$ cat src/rtl/alu_seq16_if.sv
// Request/result bundle for the multi-byte ALU sequencer.
// The master drives operands and start; the slave returns status, result and flags.
interface alu_seq16_if #(
  parameter int NBYTE = 2
);
  logic                 start;
  logic [1:0]           op;
  logic [8*NBYTE-1:0]   opa;
  logic [8*NBYTE-1:0]   opb;
  logic                 cin;
  logic                 busy;
  logic                 done;
  logic [8*NBYTE-1:0]   res;
  logic                 fcy;
  logic                 fz;
  logic                 fs;
  logic                 fv;

  modport master (
    output start, op, opa, opb, cin,
    input  busy, done, res, fcy, fz, fs, fv
  );

  modport slave (
    input  start, op, opa, opb, cin,
    output busy, done, res, fcy, fz, fs, fv
  );
endinterface

$ cat src/rtl/alu_seq16.sv
// Multi-byte ADD/ADC/SUB/SBB sequencer: one 8-bit ripple adder is reused
// LSB-first across NBYTE passes, carry chained through a register.
module add8b #(
  parameter int DATASIZE = 8
) (
  input  logic [DATASIZE-1:0] iA,
  input  logic [DATASIZE-1:0] iB,
  input  logic                iC,
  output logic [DATASIZE-1:0] oS,
  output logic [DATASIZE-1:0] oC
);
  logic c;

  // oC exposes every internal carry so the caller can form overflow from bits 7 and 6
  always_comb begin
    c  = iC;
    oS = '0;
    oC = '0;
    for (int i = 0; i < DATASIZE; i++) begin
      oS[i] = iA[i] ^ iB[i] ^ c;
      c     = (iA[i] & iB[i]) | (c & (iA[i] ^ iB[i]));
      oC[i] = c;
    end
  end
endmodule

module alu_seq16 #(
  parameter int NBYTE = 2,
  parameter int DSIZE = 8
) (
  input  logic         clk,
  input  logic         rstn,
  alu_seq16_if.slave   bus
);
  localparam int W = 8 * NBYTE;

  typedef enum logic [1:0] {IDLE, RUN, DONE} state_t;

  state_t             state_q;
  logic [W-1:0]       a_q;
  logic [W-1:0]       b_q;
  logic [W-1:0]       rsh_q;
  logic [W-1:0]       res_q;
  logic [1:0]         op_q;
  logic [2:0]         idx_q;
  logic               cy_q;
  logic               zacc_q;
  logic               busy_q;
  logic               done_q;
  logic               fcy_q;
  logic               fz_q;
  logic               fs_q;
  logic               fv_q;

  logic [DSIZE-1:0]   add_a;
  logic [DSIZE-1:0]   add_b;
  logic [DSIZE-1:0]   add_s;
  logic [DSIZE-1:0]   add_c;
  logic [W-1:0]       res_d;
  logic               zacc_d;
  logic               cy_init_d;
  logic               last_d;

  // Subtraction is a + ~b + carry, so the B byte is inverted for SUB/SBB
  always_comb begin
    add_a     = a_q[DSIZE-1:0];
    add_b     = op_q[1] ? ~b_q[DSIZE-1:0] : b_q[DSIZE-1:0];
    res_d     = {add_s, rsh_q[W-1:DSIZE]};
    zacc_d    = zacc_q & (add_s == '0);
    last_d    = (idx_q == 3'(NBYTE - 1));
    cy_init_d = 1'b0;
    case (bus.op)
      2'b00:   cy_init_d = 1'b0;
      2'b01:   cy_init_d = bus.cin;
      2'b10:   cy_init_d = 1'b1;
      2'b11:   cy_init_d = ~bus.cin;
      default: cy_init_d = 1'b0;
    endcase
  end

  add8b #(.DATASIZE(DSIZE)) u_add (
    .iA (add_a),
    .iB (add_b),
    .iC (cy_q),
    .oS (add_s),
    .oC (add_c)
  );

  always_ff @(posedge clk or negedge rstn) begin
    if (!rstn) begin
      state_q <= IDLE;
      a_q     <= '0;
      b_q     <= '0;
      rsh_q   <= '0;
      res_q   <= '0;
      op_q    <= '0;
      idx_q   <= '0;
      cy_q    <= 1'b0;
      zacc_q  <= 1'b0;
      busy_q  <= 1'b0;
      done_q  <= 1'b0;
      fcy_q   <= 1'b0;
      fz_q    <= 1'b0;
      fs_q    <= 1'b0;
      fv_q    <= 1'b0;
    end else begin
      case (state_q)
        IDLE, DONE: begin
          done_q <= 1'b0;
          if (bus.start) begin
            a_q     <= bus.opa;
            b_q     <= bus.opb;
            op_q    <= bus.op;
            idx_q   <= '0;
            cy_q    <= cy_init_d;
            zacc_q  <= 1'b1;
            busy_q  <= 1'b1;
            state_q <= RUN;
          end else begin
            state_q <= IDLE;
          end
        end
        RUN: begin
          a_q    <= {{DSIZE{1'b0}}, a_q[W-1:DSIZE]};
          b_q    <= {{DSIZE{1'b0}}, b_q[W-1:DSIZE]};
          rsh_q  <= res_d;
          cy_q   <= add_c[DSIZE-1];
          zacc_q <= zacc_d;
          idx_q  <= idx_q + 3'd1;
          // Final byte: result and all flags are published on the same edge
          if (last_d) begin
            busy_q  <= 1'b0;
            done_q  <= 1'b1;
            res_q   <= res_d;
            fcy_q   <= op_q[1] ? ~add_c[DSIZE-1] : add_c[DSIZE-1];
            fz_q    <= zacc_d;
            fs_q    <= add_s[DSIZE-1];
            fv_q    <= add_c[DSIZE-1] ^ add_c[DSIZE-2];
            state_q <= DONE;
          end
        end
        default: state_q <= IDLE;
      endcase
    end
  end

  assign bus.busy = busy_q;
  assign bus.done = done_q;
  assign bus.res  = res_q;
  assign bus.fcy  = fcy_q;
  assign bus.fz   = fz_q;
  assign bus.fs   = fs_q;
  assign bus.fv   = fv_q;
endmodule

$ cat src/flat_wrapper.sv
// flat-port wrapper written by rule: the top's interface ports become plain ports
module alu_seq16_flat 
#(
  parameter int NBYTE = 2,
  parameter int DSIZE = 8
)
  (clk, rstn, bus_start, bus_op, bus_opa, bus_opb, bus_cin, bus_busy, bus_done, bus_res, bus_fcy, bus_fz, bus_fs, bus_fv);
  alu_seq16_if #(.NBYTE(NBYTE)) bus_i ();
  input  logic clk;
  input  logic rstn;
  input wire logic [$bits(bus_i.start)-1:0] bus_start;
  input wire logic [$bits(bus_i.op)-1:0] bus_op;
  input wire logic [$bits(bus_i.opa)-1:0] bus_opa;
  input wire logic [$bits(bus_i.opb)-1:0] bus_opb;
  input wire logic [$bits(bus_i.cin)-1:0] bus_cin;
  output wire logic [$bits(bus_i.busy)-1:0] bus_busy;
  output wire logic [$bits(bus_i.done)-1:0] bus_done;
  output wire logic [$bits(bus_i.res)-1:0] bus_res;
  output wire logic [$bits(bus_i.fcy)-1:0] bus_fcy;
  output wire logic [$bits(bus_i.fz)-1:0] bus_fz;
  output wire logic [$bits(bus_i.fs)-1:0] bus_fs;
  output wire logic [$bits(bus_i.fv)-1:0] bus_fv;
  assign bus_i.start = bus_start;
  assign bus_i.op = bus_op;
  assign bus_i.opa = bus_opa;
  assign bus_i.opb = bus_opb;
  assign bus_i.cin = bus_cin;
  assign bus_busy = bus_i.busy;
  assign bus_done = bus_i.done;
  assign bus_res = bus_i.res;
  assign bus_fcy = bus_i.fcy;
  assign bus_fz = bus_i.fz;
  assign bus_fs = bus_i.fs;
  assign bus_fv = bus_i.fv;
  alu_seq16 #(.NBYTE(NBYTE), .DSIZE(DSIZE)) u_core (.clk(clk), .rstn(rstn), .bus(bus_i));
endmodule
$ cat config.mk
export PLATFORM = sky130hd
export DESIGN_NAME = alu_seq16_flat
export DESIGN_NICKNAME = d
export VERILOG_FILES = /design/src/rtl/alu_seq16_if.sv /design/src/rtl/alu_seq16.sv /design/src/flat_wrapper.sv
export SDC_FILE = /design/constraint.sdc
export NUM_CORES = 1
export LEC_CHECK = 0
export ABC_CLOCK_PERIOD_IN_PS = 8500
export CAP_MARGIN = 20
export CELL_PAD_IN_SITES_DETAIL_PLACEMENT = 2
export CELL_PAD_IN_SITES_GLOBAL_PLACEMENT = 2
export CORE_MARGIN = 1
export CORE_UTILIZATION = 36
export CTS_CLUSTER_DIAMETER = 100
export DETAILED_ROUTE_END_ITERATION = 8
export PLACE_DENSITY_LB_ADDON = 0.3
export SETUP_SLACK_MARGIN = 0.05
export SYNTH_ARGS = -nofsm -noshare
export SYNTH_HDL_FRONTEND = slang
export SYNTH_SLANG_ARGS = --single-unit
$ cat constraint.sdc
create_clock -name clk -period 8.5 [get_ports clk]
set_clock_uncertainty 0.1 [all_clocks]
set_input_delay 2.125 -clock clk [delete_from_list [all_inputs] [get_ports clk]]
set_output_delay 2.125 -clock clk [all_outputs]
set_load 0.01 [all_outputs]
[After elaboration in Yosys (flattened, before gate mapping)]
Cells that the tools add are included.
Cells by class
  equal/unequal tests: 8
  multiplexer cells: 20
  add/subtract/negate cells: 1
  reductions and logical operators: 10
  bitwise logic cells: 45
Operator list (count)
  16-bit one-hot mux with 2 select lines: 2
  16-bit 2-to-1 mux: 2
  1-bit bitwise AND: 17
  1-bit XOR: 17
  8-bit zero test: 1
  8-bit 2-to-1 mux: 1
  8-bit inverter: 1
  1-bit bitwise OR: 8
  1-bit one-hot mux with 2 select lines: 4
  2-bit AND reduction: 4
  2-bit equality test, second input constant: 3
  1-bit 2-to-1 mux: 6
  3-bit one-hot mux with 2 select lines: 1
  2-bit by 1-bit equality test with 1-bit output, second input constant: 2
  2-bit zero test: 2
  1-bit one-hot mux with 4 select lines: 1
  2-bit one-hot mux with 2 select lines: 1
  3-bit by 1-bit adder with 3-bit output, second input constant: 1
  3-bit by 1-bit equality test with 1-bit output, second input constant: 1
  3-bit 2-to-1 mux: 1
  3-bit AND reduction: 1
  2-bit 2-to-1 mux: 1
  2-bit by 1-bit inequality test with 1-bit output, second input constant: 1
  2-bit inequality test, second input constant: 1
  3 further kinds: 4
Storage, ports and cells
  flip-flop bits (word level): 79
  logic and storage cells: 99
  output and inout bits: 22

[Longest topological paths before layout]
  depth after elaboration: 21
  depth in mapped cells: 17

[Hierarchy]
From an unflattened synthesis, not the netlist that was laid out.
Second synthesis, totals
  cells, all modules: 248
  area total of the unflattened synthesis: 3078.0 um2
Modules (own cells, without submodules)
  alu_seq16: times used 1, area an instance 2910.3 um2, cells an instance 239
  add8b: times used 1, area an instance 167.7 um2, cells an instance 9

[Worst setup path after synthesis]
OpenSTA, ideal clock, no wires.
  kind: register to register
  start point: register u_core.op_q[1]
  end point: register u_core.fz_q, in the netlist u_core.bus.fz
  library setup time: 76 ps
  period minus slack after synthesis: 3818 ps
  slack: 4682 ps
  cell stages (with the launch flop): 18
  data arrival time: 3642 ps
  data required time: 8324 ps
  cells stage by stage: dfrtp_1 > buf_2 > xnor2_1 > fa_1 > inv_1 > fa_1 > inv_1 > fa_1 > inv_1 > fa_1 > fa_1 > inv_1 > fa_1 > fa_1 > inv_1 > fa_1 > nand4b_1 > o21ai_1
On the way
  word-level cells in the longest chain between the ends: 19
  elaborated cells on any way between the ends: 40
  those cells by class: 1 x mux; 38 x bitwise; 1 x reduce/logical
RTL lines
  from (decl): RTL line alu_seq16.sv:44  | logic [1:0] op_q;
  from (signal assigned): RTL line alu_seq16.sv:113  | op_q <= bus.op;
  8-bit 2-to-1 mux *: RTL line alu_seq16.sv:67  | add_b = op_q[1] ? ~b_q[DSIZE-1:0] : b_q[DSIZE-1:0];
  1-bit XOR: RTL line alu_seq16.sv:21  | c = (iA[i] & iB[i]) | (c & (iA[i] ^ iB[i]));
  1-bit bitwise AND: RTL line alu_seq16.sv:21
  1-bit bitwise OR: RTL line alu_seq16.sv:21
  1-bit bitwise AND: RTL line alu_seq16.sv:21
  1-bit bitwise OR: RTL line alu_seq16.sv:21
  1-bit bitwise AND: RTL line alu_seq16.sv:21
  1-bit bitwise OR: RTL line alu_seq16.sv:21
  [4 not listed]
  1-bit bitwise AND: RTL line alu_seq16.sv:21
  1-bit bitwise OR: RTL line alu_seq16.sv:21
  1-bit bitwise AND: RTL line alu_seq16.sv:21
  1-bit bitwise OR: RTL line alu_seq16.sv:21
  1-bit XOR *: RTL line alu_seq16.sv:20  | oS[i] = iA[i] ^ iB[i] ^ c;
  net u_core.add_s[7]: RTL line alu_seq16.sv:57  | logic [DSIZE-1:0] add_s;
  8-bit zero test *: RTL line alu_seq16.sv:69  | zacc_d = zacc_q & (add_s == '0);
  1-bit bitwise AND *: RTL line alu_seq16.sv:69
  to (signal assigned): RTL line alu_seq16.sv:136  | fz_q <= zacc_d;
  to (decl): RTL line alu_seq16.sv:51  | logic fz_q;
The timed path passes the listed nets; every way through them passes the cells marked *.
A chain may end at the register's enable or synchronous reset.

[Final worst setup path]
Ends and elaborated chain as after synthesis.

==> flow_metrics.env <==
export IMPL_run_status="completed"
export IMPL_seq_power_share=0.355
export IMPL_p_sw_uw=654
export IMPL_hold_path_class="register to register"
export IMPL_post_cts_resized=0
export IMPL_ant_nets=0
export IMPL_layout_drive_gt1_share=0.113
export IMPL_ys_warn_count=0
export IMPL_antenna_found_initial=0
export IMPL_setup_worst_path_start_class="register"
export IMPL_netlist_instances=256
export IMPL_postSynth_asyncResetShare=1.00
export IMPL_setup_worst_path_end_class="register"
export IMPL_report_final_hold_viol_count=0
export IMPL_fin_crit_ps=4290
export IMPL_max_freq_mhz=233
export IMPL_power_leakage_nw=1.76
export IMPL_grt_max_degree=70
export IMPL_cpMostUsedCell="fa_1"
export IMPL_crit_arrival_ps=4440
export IMPL_die_area_mm2=0.00869
export IMPL_hpwl_um=4990
export IMPL_hold_buffers=0
export IMPL_htreeDepth=3
export IMPL_r2r_start="u_core.op_q[1]$_DFFE_PN0P_"
export IMPL_r2r_setup_slack_ps=4210
export IMPL_syn_to_final_growth_pct=28.8
export IMPL_num_vias=2152
export IMPL_switching_share=0.397
export IMPL_routed_wl_um=7040
export IMPL_finalSetupViolCount=0
export IMPL_core_area_mm2=0.00789
export IMPL_synth_top_area_share=0.576
export IMPL_stdcell_count=420
export IMPL_io_buffers=59
export IMPL_p_int_uw=994
export IMPL_die_w_um=93.2
export IMPL_clk_insertion_delay_late_ps=340
export IMPL_syn_avg_cell_area_um2=11.7
export IMPL_clkTransAtPathRegs_ps=80
export IMPL_slew_headroom=0.417
export IMPL_synth_mux_area_frac=0.0451
export IMPL_vias_per_cell=5.12
export IMPL_cts_root_buf="clkbuf_8"
export IMPL_synth_area_mm2=0.00300
export IMPL_grt_pass1_wl_um=12100
export IMPL_synth_top_area_cell="dfrtp_1"
export IMPL_cpPeakStageDelay_ps=650
export IMPL_ys_seq_area_frac=0.576
export IMPL_ys_flop_type="dfrtp_1"
export IMPL_place_inst=402
export IMPL_min_delay_start="u_core.bus.res[8]$_DFFE_PN0P_"
export IMPL_overflow=0
export IMPL_synth_xor_area_frac=0.0322
export IMPL_synthTopCellsByArea="dfrtp_1 58%, nand2_1 5.6%, fa_1 5.3%, a22o_1 4.7%, mux2_2 4.5%"
export IMPL_yosys_area_share_simple=0.117
export IMPL_avgRoutedWirePerCell_um=16.8
export IMPL_critPathMaxFanout=10
export IMPL_cp_cell_sequence="xnor2_1 -> fa_1 -> inv_1 -> fa_1 -> inv_1 -> fa_1 -> inv_1 -> fa_1 -> fa_1 -> inv_1 -> fa_1 -> fa_1 -> inv_1 -> fa_1 -> nand4b_1 -> o21ai_1"
export IMPL_layout_nets=361
export IMPL_cp_slowest_cell="dfrtp_1"
export IMPL_rsz0062_at_grt="false"
export IMPL_timing_final_crit_share=0.504
export IMPL_powerDensity_mw_per_mm2=427
export IMPL_setup_total_negative_slack_ps=0
export IMPL_ios=60
export IMPL_critPathKind="register to register"
export IMPL_cts_path_max_buffers=2
export IMPL_synth_fa_ha_area_frac=0.0618
export IMPL_grt_pass1_vias=2408
export IMPL_synth_edf_count=0
export IMPL_globalplace_congestion=0.794
export IMPL_reg2regPathDepth=16
export IMPL_drtIter0Drc=64
export IMPL_holdPathEnd="u_core.bus.res[8]$_DFFE_PN0P_"
export IMPL_initial_core_util=0.380
export IMPL_required_ps=8660
export IMPL_cts_tree="built"
export IMPL_dieHeight_um=93.2
export IMPL_tightest_slew_ps=875
export IMPL_synth_top_family_by_area="compound AO/OA/AOI/OAI gates"
export IMPL_synth_compound_area_frac=0.121
export IMPL_hold_depth=2
export IMPL_cts_setup_buffers=0
export IMPL_clkPwrFrac=0.145
export IMPL_dr_pass1_iters=4
export IMPL_syn_nets=304
export IMPL_maxCapViolCount=0
export IMPL_track_usage=0.186
export IMPL_ys_ff_latch=69
export IMPL_drv_slew=0
export IMPL_regToRegEndpoint="u_core.bus.fz$_DFFE_PN0P_"
export IMPL_cts_sinks=69
export IMPL_ys_types=30
export IMPL_antenna_cells=0
export IMPL_drc=0
export IMPL_cts_buffers=9
export IMPL_combPwrFrac=0.500
export IMPL_fp_row_count=32
export IMPL_ir_drop_uv=133
## registers in the layout, indices dropped and copies added, names as in the netlist
register / count
u_core.bus.fz: 1
u_core.bus.done: 1
u_core.bus.busy: 1
u_core.rsh_q: 8
u_core.idx_q: 3
u_core.zacc_q: 1
u_core.bus.fs: 1
u_core.b_q: 16
u_core.a_q: 16
u_core.cy_q: 1
u_core.state_q: 2
u_core.bus.fv: 1
u_core.bus.fcy: 1
u_core.op_q: 1
u_core.bus.res: 15
## critical path: cells and delay by family, from the launching register on
kind	cells	cell delay, ps
AO/OA/AOI/OAI	1	180
adder cells (fa/ha/maj)	8	2520
flip-flops	1	650
AND/OR/NAND/NOR	1	220
buffers and inverters	5	370
XOR/XNOR	1	170
## cell type report
cell class,count,area (um2)
Tap cell,102,128
Fill cell,800,4030
Inverter,12,45.0
Timing Repair Buffer,64,651
Sequential cell,69,1730
Clock buffer,12,155
Clock inverter,4,22.5
Multi-Input combinational cell,157,1130
## cells in the final DEF, fill, tap and decap left out, drive strengths merged, types with 2 or more instances in the layout
cell type | netlist | final
xnor2 | 5 | 5
nor3 | 4 | 4
nand2 | 45 | 45
a22oi | 12 | 12
ha | 2 | 2
a221o | 4 | 4
dfrtp | 69 | 69
clkinv | 0 | 3
inv | 12 | 12
buf | 14 | 6
nand3 | 15 | 15
o21ai | 14 | 14
clkbuf | 4 | 12
nor2b | 3 | 3
clkdlybuf4s50 | 0 | 58
a22o | 16 | 16
nand2b | 2 | 2
mux2 | 12 | 12
fa | 8 | 8
xor2 | 6 | 6
## routing by layer
layer | vias to the layer above | track usage | part of all wire
li1 | 993 | - | -
met1 | 1093 | 0.236 | 0.46
met2 | 55 | 0.298 | 0.49
met3 | 11 | 0.0439 | 0.033
met4 | 0 | 0.0897 | 0.019
met5 | - | 0 | 0
## metrics by stage
stage	cell area [um2]	setup slack, ps	util	total power, mW	hold slack, ps
finish	3860	4210	0.489	1.65	391
global placement	3640	4520	0.461	1.34	361
CTS	3820	4190	0.484	1.65	398
detailed placement	3640	4270	0.461	1.40	382
floorplan	3000	4680	-	1.09	342
global route	3860	3970	0.489	1.79	414
## kinds of logic (layout without fill, tap and decap cells)
logic type,Yosys count,count (layout)
simple gates,75,75
flops,69,69
compound gates,49,49
buf+inv,30,92
mux,12,12
xor+xnor,11,11
fa+ha+maj,10,10
## power groups by stage
stage / clock (mW) / sequential (mW) / combinational (mW)
after floorplan: 0 / 0.576 / 0.518
after global placement: 0 / 0.583 / 0.760
after detailed placement: 0 / 0.594 / 0.806
after CTS: 0.246 / 0.589 / 0.816
after global routing: 0.261 / 0.606 / 0.920
final: 0.238 / 0.585 / 0.825
## worst max-delay path by stage
| stage | end | cells after the start | slack, ps | startpoint |
|---|---|---|---|---|
| CTS | u_core.bus.fz$_DFFE_PN0P_ | 16 | 4190 | u_core.op_q[1]$_DFFE_PN0P_ |
| finish | u_core.bus.fz$_DFFE_PN0P_ | 16 | 4210 | u_core.op_q[1]$_DFFE_PN0P_ |
| global placement | u_core.bus.fz$_DFFE_PN0P_ | 16 | 4520 | u_core.op_q[1]$_DFFE_PN0P_ |
| floorplan | u_core.bus.fz$_DFFE_PN0P_ | 17 | 4680 | u_core.op_q[1]$_DFFE_PN0P_ |
| global route | u_core.bus.fz$_DFFE_PN0P_ | 16 | 3970 | u_core.op_q[1]$_DFFE_PN0P_ |
| detailed placement | u_core.bus.fz$_DFFE_PN0P_ | 16 | 4270 | u_core.op_q[1]$_DFFE_PN0P_ |
## cell usage after synthesis, types with 5 or more instances
cell type	number
xor2_1	6
a22oi_1	12
nand2_1	45
xnor2_1	5
a22o_1	16
mux2_2	12
o21ai_0	8
fa_1	8
buf_2	10
o21ai_1	6
inv_1	12
nand3_1	15
dfrtp_1	69
Note: power is estimated with default switching activity, not from simulation.
